[src/rtl/hazard_forward_unit.sv]
`default_nettype none
// ============================================================================
// Module   : hazard_forward_unit
// Purpose  : Tracks the destination registers of the instructions in the EX,
//            MEM and WB stages of the 8-bit pipeline. From that state it
//            produces three kinds of control:
//              - operand forwarding selects for the execute stage,
//              - a one-cycle load-use stall,
//              - IF/ID and ID/EX flushes on a taken branch.
//            It also keeps a saturating count of stall cycles.
// Ports    : clk, rst              - clock, synchronous active-high reset
//            id_*                  - decode-stage instruction fields
//            branch_taken          - taken branch resolved in EX
//            forward_a/forward_b   - 00 regfile, 01 EX/MEM ALU, 10 MEM/WB
//            stall                 - hold PC and IF/ID, bubble into EX
//            flush_if_id/_id_ex    - squash pipeline registers
//            stall_count           - saturating stall-cycle counter
// Revision : 1.0 - initial release
// ============================================================================
module hazard_forward_unit #(
  parameter int REG_AW  = 3,
  parameter bit R0_ZERO = 1'b0,
  parameter int CNT_W   = 16
) (
  input  logic              clk,
  input  logic              rst,
  input  logic              id_valid,
  input  logic [REG_AW-1:0] id_rs1,
  input  logic [REG_AW-1:0] id_rs2,
  input  logic              id_use_rs1,
  input  logic              id_use_rs2,
  input  logic [REG_AW-1:0] id_rd,
  input  logic              id_reg_write,
  input  logic              id_mem_read,
  input  logic              branch_taken,
  output logic [1:0]        forward_a,
  output logic [1:0]        forward_b,
  output logic              stall,
  output logic              flush_if_id,
  output logic              flush_id_ex,
  output logic [CNT_W-1:0]  stall_count
);

  // EX stage record
  logic              ex_valid_q, ex_use_rs1_q, ex_use_rs2_q;
  logic              ex_reg_write_q, ex_mem_read_q;
  logic [REG_AW-1:0] ex_rs1_q, ex_rs2_q, ex_rd_q;
  // MEM stage record
  logic              mem_valid_q, mem_reg_write_q, mem_mem_read_q;
  logic [REG_AW-1:0] mem_rd_q;
  // WB stage record
  logic              wb_valid_q, wb_reg_write_q;
  logic [REG_AW-1:0] wb_rd_q;

  logic [CNT_W-1:0]  stall_count_q, stall_count_d;
  logic              ex_valid_d;

  // A stage "writes" register r when it carries a real instruction that
  // writes rd == r. With R0_ZERO, r0 is hardwired and never produces a match.
  function automatic logic writes_reg(
    input logic              valid,
    input logic              reg_write,
    input logic [REG_AW-1:0] rd,
    input logic [REG_AW-1:0] r
  );
    return valid && reg_write && (rd == r) && !(R0_ZERO && (r == '0));
  endfunction

  // Forward select for one operand. MEM has priority over WB, but a load
  // sitting in MEM has no ALU result worth forwarding, so it falls through
  // to the WB check.
  function automatic logic [1:0] fwd_sel(
    input logic              use_rs,
    input logic [REG_AW-1:0] rs
  );
    logic [1:0] sel;
    sel = 2'b00;
    if (use_rs && writes_reg(mem_valid_q, mem_reg_write_q, mem_rd_q, rs) && !mem_mem_read_q) begin
      sel = 2'b01;
    end else if (use_rs && writes_reg(wb_valid_q, wb_reg_write_q, wb_rd_q, rs)) begin
      sel = 2'b10;
    end
    return sel;
  endfunction

  always_comb begin
    forward_a   = 2'b00;
    forward_b   = 2'b00;
    stall       = 1'b0;
    flush_if_id = 1'b0;
    flush_id_ex = 1'b0;
    if (!rst) begin
      if (ex_valid_q) begin
        forward_a = fwd_sel(ex_use_rs1_q, ex_rs1_q);
        forward_b = fwd_sel(ex_use_rs2_q, ex_rs2_q);
      end
      // Load in EX feeding the instruction in ID; the branch flush wins.
      stall = id_valid && !branch_taken && ex_mem_read_q &&
              ((id_use_rs1 && writes_reg(ex_valid_q, ex_reg_write_q, ex_rd_q, id_rs1)) ||
               (id_use_rs2 && writes_reg(ex_valid_q, ex_reg_write_q, ex_rd_q, id_rs2)));
      flush_if_id = branch_taken;
      flush_id_ex = branch_taken;
    end
  end

  always_comb begin
    ex_valid_d    = id_valid && !stall && !branch_taken;
    stall_count_d = stall_count_q;
    if (stall && (stall_count_q != '1)) begin
      stall_count_d = stall_count_q + CNT_W'(1);
    end
  end

  always_ff @(posedge clk) begin
    if (rst) begin
      ex_valid_q      <= 1'b0;
      ex_rs1_q        <= '0;
      ex_rs2_q        <= '0;
      ex_use_rs1_q    <= 1'b0;
      ex_use_rs2_q    <= 1'b0;
      ex_rd_q         <= '0;
      ex_reg_write_q  <= 1'b0;
      ex_mem_read_q   <= 1'b0;
      mem_valid_q     <= 1'b0;
      mem_rd_q        <= '0;
      mem_reg_write_q <= 1'b0;
      mem_mem_read_q  <= 1'b0;
      wb_valid_q      <= 1'b0;
      wb_rd_q         <= '0;
      wb_reg_write_q  <= 1'b0;
      stall_count_q   <= '0;
    end else begin
      wb_valid_q      <= mem_valid_q;
      wb_rd_q         <= mem_rd_q;
      wb_reg_write_q  <= mem_reg_write_q;
      mem_valid_q     <= ex_valid_q;
      mem_rd_q        <= ex_rd_q;
      mem_reg_write_q <= ex_reg_write_q;
      mem_mem_read_q  <= ex_mem_read_q;
      ex_valid_q      <= ex_valid_d;
      ex_rs1_q        <= id_rs1;
      ex_rs2_q        <= id_rs2;
      ex_use_rs1_q    <= id_use_rs1;
      ex_use_rs2_q    <= id_use_rs2;
      ex_rd_q         <= id_rd;
      ex_reg_write_q  <= id_reg_write;
      ex_mem_read_q   <= id_mem_read;
      stall_count_q   <= stall_count_d;
    end
  end

  assign stall_count = stall_count_q;

endmodule
`default_nettype wire

[config.mk]
export PLATFORM = sky130hd
export DESIGN_NAME = hazard_forward_unit
export DESIGN_NICKNAME = d
export VERILOG_FILES = /design/src/rtl/hazard_forward_unit.sv
export SDC_FILE = /design/constraint.sdc
export NUM_CORES = 1
export LEC_CHECK = 0
export ABC_AREA = 1
export BUFFER_PORTS_ARGS = -buffer_cell sky130_fd_sc_hd__buf_2
export CORE_ASPECT_RATIO = 0.75
export CORE_UTILIZATION = 54
export CTS_CLUSTER_DIAMETER = 30
export CTS_CLUSTER_SIZE = 14
export DETAILED_ROUTE_END_ITERATION = 10
export HOLD_SLACK_MARGIN = 0.05
export PLACE_DENSITY = 0.83
export SKIP_CTS_REPAIR_TIMING = 1
export SLEW_MARGIN = 10
export SYNTH_ARGS = -nofsm -noshare
export SYNTH_HDL_FRONTEND = slang
export SYNTH_SLANG_ARGS = --single-unit
[constraint.sdc]
create_clock -name clk -period 1.8 [get_ports clk]
set_clock_uncertainty 0.05 [all_clocks]
set_input_delay 0.18 -clock clk [delete_from_list [all_inputs] [get_ports clk]]
set_output_delay 0.18 -clock clk [all_outputs]
set_load 0.02 [all_outputs]
; Word level (Yosys, flattened, before mapping)
; Cells that the tools add are included.
[totals]
reg_bits = 41
input_bits = 17
output_inout_bits = 23
word_cells = 61
[classes]
addsub = 1
eq_ne = 7
reduce_logical = 27
mux = 10
[op_table]
columns = operator, count
row1 = $logic_and 1x1->1, 23
row2 = $eq 3x3->1, 6
row3 = $add 16x1->16 const B, 1
row4 = $mux 2, 8
row5 = $ne 16x16->1 const B, 1
row6 = $logic_not 1->1, 3
row7 = $mux 1, 2
row8 = $logic_or 1x1->1, 1

; Depth between registers and ports, before layout
[depth]
depth_word = 9
depth_mapped = 10
ltp_nobuf = 10

; Worst setup path before layout
; OpenSTA, ideal clock, no wires.
[synth_timing]
path_type = reg-to-reg
startpoint = register stall_count_q[0], in the netlist stall_count[0]
endpoint = register stall_count_q[0], in the netlist stall_count[0]
period_less_slack_ps = 1717
arrival_time_ps = 1598
path_stages_with_launch = 9
setup_time_ps = 68
required_time_ps = 1682
setup_slack_ps = 83
n_path_buf = 1
cell_sequence = dfxtp_1 -> ha_1 -> nand2_2 -> nor2_4 -> nand4_4 -> nand3_2 -> buf_6 -> nand2_1 -> a21oi_2
[synth_between]
elab_chain_len = 2
word_cells_on_any_way = 3
cone_classes = add/sub: 1 / eq/ne: 1 / reduce/logical: 1
[synth_lines]
columns = item, line
row1 = start: declaration, 55  ; logic [CNT_W-1:0] stall_count_q, stall_count_d;
row2 = start signal: assignment, 148  ; stall_count_q <= stall_count_d;
row3 = branches (longest 2 deep; another with $add 16x1->16), -
; Several ways; the timed one is not identified.
; A chain may end at the register's enable or synchronous reset.

; Worst setup path after layout
[layout_timing]
startpoint = input id_use_rs1
endpoint = output stall
[layout_between]
elab_chain_len = 4
[layout_lines]
columns = item, line
row1 = start: declaration, 30  ; input logic id_use_rs1,
row2 = $logic_and 1x1->1, 99  ; ((id_use_rs1 && writes_reg(ex_valid_q, ex_reg_write_q, ex_rd_q, id_rs1)) ||
row3 = $logic_or 1x1->1, 99
row4 = $logic_and 1x1->1, 98  ; stall = id_valid && !branch_taken && ex_mem_read_q &&
row5 = $mux 1, 92  ; if (!rst) begin
row6 = end: declaration, 38  ; output logic stall,
; Every way passes these cells.

==> flow_summary.ini <==
[status]
status = finished with violations
violations = design-rule violations

[synth]
yosysTopAreaCellShare_pct = 39.90
synth_largest_area_cell = dfxtp_1
ys_ff_latch = 41
synth_mux_area_share_pct = 0
synthTopCellsByArea = dfxtp_1 (40%), nand2_1 (14%), inv_1 (8.2%), nor2_1 (8.2%), nand4_1 (4.3%)
synthSimpleGateAreaFrac_pct = 36.92
synth_top_family_by_area = simple AND/OR/NAND/NOR gates
yosysWarnings = 0
synth_compound_gate_area_share_pct = 7.056
syn-instance-count = 300
synth_cell_type_count = 28
syn_nets = 318
avgSynthCellArea_um2 = 6.857
synth_fa_ha_area_share_pct = 0.6083
synth_xor_area_share_pct = 5.109
netlist_area_mm2 = 0.002057
ys_seq_area_share_pct = 39.90

[drt]
drt-pass1-iter-count = 7
drc = 2
avgViaCountPerCell = 5.125
vias = 2091
wl_per_cell_um = 12.53
drt_first_iter_violations = 227
drtAntennaViolNets = 0
routed_wl_um = 5112

[clock_network]
clk_root_buffer_cell = clkbuf_8
clk_pin_slew_ps = 90
clock_sinks = 41
tritoncts = yes
insertion_delay_ps = 310
cts-htree-levels = 2
clock_tree.buffer_depth = 2
cts_inserted_buffers = 5

[sta]
post-route-period-util_pct = 96.61
worstMarginPinSlew_ps = 368.9
setup_violations = 0
fmax_mhz = 575.1
slew_headroom_pct = 75.41
worst_slack_ps = 61.11
hold_viol = 0
min_period_ps = 1739
slew_viol_final = 0

[floorplan]
num_rows = 19
die_w_um = 73.27
die_area_mm2 = 0.004063
die_y_um = 55.45
boundaryPins = 40
core_area_mm2 = 0.003661
initial_core_util_pct = 56.19

[finish]
final_cell_mix = nand2_1 (79), inv_1 (45), nor2_1 (45)
drive_gt1_share_pct = 19.66
area_growth_syn_to_layout_pct = 23.11
fin_nets = 373
fin_cells = 408
num_antenna_cells = 0
design_area_mm2 = 0.002532
layout_commonest_cell = nand2_1

[worst_setup_path]
critPathKind = in2out
cp-end-kind = output pin
cp_top_family = buffers and inverters
rrSetupSlack_ps = 130
r2r_start = stall_count[0]
r2r_end = stall_count[7]
worst-path-stages = 8
critPathMaxFanout = 3
endpoint = stall
crit_start = id_use_rs1
slowest_stage = dlygate4sd3_1
arrival_ps = 1510
startpoint_type = input pin
critical-path-max-stage-delay_ps = 530
worstPathRequired_ps = 1570
crit_chain = dlygate4sd3_1, buf_2, nand2_1, nor2_1, nand2_1, a21oi_1, buf_4, buf_2
reg2regPathDepth = 7
crit_buf_inv = 4

[place]
dpl_cell_area_mm2 = 0.002317
dpl.hpwl_um = 3426
dp_slack_ps = 143.1
gp_congestion = 0.8853
place_inst = 389
port_buffers = 39

[global_route]
grt_pass1_vias = 1653
antenna_found_initial = 0
grt_pass1_wl_um = 7686
gr-usage-all-layers_pct = 25.42
grt_max_degree = 35
grt.overflow.total = 0

[power]
leakage_uw = 0.001131
p_per_area_mw_per_mm2 = 683.8
peakVddDrop_mv = 0.4472

[job]
max_cap_viol_count = 0

[hold_path]
min_path_type = in2reg
[cell families after synthesis]
| family | after synthesis |
|---|---|
| flops | 41 |
| compound gates | 25 |
| buf+inv | 53 |
| simple gates | 168 |
| fa+ha+maj | 1 |
| xor+xnor | 12 |
[routing by layer]
layer | global-route usage (%) | wire, um | vias up
met4 | 10.92 | 108 | 0
met1 | 38.12 | 2265 | 938
li1 | - | - | 1049
met3 | 5.474 | 434 | 10
met5 | 0 | 0 | -
met2 | 34.66 | 2304 | 94
[how the worst min path moves through the flow]
stage             endpoint  cells past startpoint  slack [ps]         start
2_1_floorplan   ex_valid_q                      1         210  branch_taken
3_3_place_gp    ex_rd_q[1]                      3         330      id_rd[1]
3_5_place_dp    ex_rd_q[1]                      3         340      id_rd[1]
4_1_cts         ex_rd_q[1]                      3           8      id_rd[1]
5_1_grt        ex_rs2_q[2]                      3          60     id_rs2[2]
6_report       ex_rs2_q[1]                      3          40     id_rs2[1]
[metrics by stage]
stage,hold WS [ps],power (uW),utilization [%],TNS (ps)
2_1_floorplan,207.1,1042,-,0
5_1_grt,60.23,1784,69.17,-20.16
3_5_place_dp,336.5,1087,63.29,0
3_3_place_gp,330.7,1081,63.29,0
6_report,36.75,1732,69.17,0
4_1_cts,7.716,1714,65.86,-0.7544
[area by class of cell]
class | instances | area (um^2)
multi-input cells | 206 | 1035
fillers | 328 | 1129
clock buffers | 5 | 68.82
flip-flops and latches | 41 | 824.5
clock inverters | 3 | 25.02
inverters | 45 | 168.9
well taps | 52 | 65.06
repair buffers | 56 | 345.3
[state kept, by name, summed over array words and instances (netlist names)]
name and flops:
mem_reg_write_q 1, mem_valid_q 1, mem_mem_read_q 1, ex_reg_write_q 1, ex_use_rs1_q 1, ex_mem_read_q 1, mem_rd_q 3, wb_rd_q 3
wb_valid_q 1, ex_rs1_q 3, ex_rd_q 3, ex_use_rs2_q 1, stall_count 16, ex_rs2_q 3, wb_reg_write_q 1, ex_valid_q 1
[cell usage after synthesis]
master	instances
nor3_1	1
nor3b_1	2
a21oi_1	15
nand3_1	15
buf_6	1
o211ai_1	1
nand2_2	1
nor2_2	2
nor4_1	1
xor2_1	3
nand3_2	2
nor2_4	2
nand4_4	1
buf_4	2
xnor2_1	9
o2111ai_1	1
ha_1	1
inv_1	45
nand2_1	79
nand4_1	14
a211oi_1	1
nand3b_1	3
clkbuf_1	3
a21oi_2	3
dfxtp_1	41
o21ai_0	4
buf_1	2
nor2_1	45
[report_power, final]
group	internal [uW]	switching, uW	leakage, uW	total, uW
logic	60.9	74.0	0.000750	135
registers	931	19.6	0.000336	951
clock network	280	366	0.0000447	646
[worst min-delay path, stage by stage]
cell    delay (ps)
buf_2           80
inv_1           40
nor2_1          70
(Power assumes the default switching activity.)
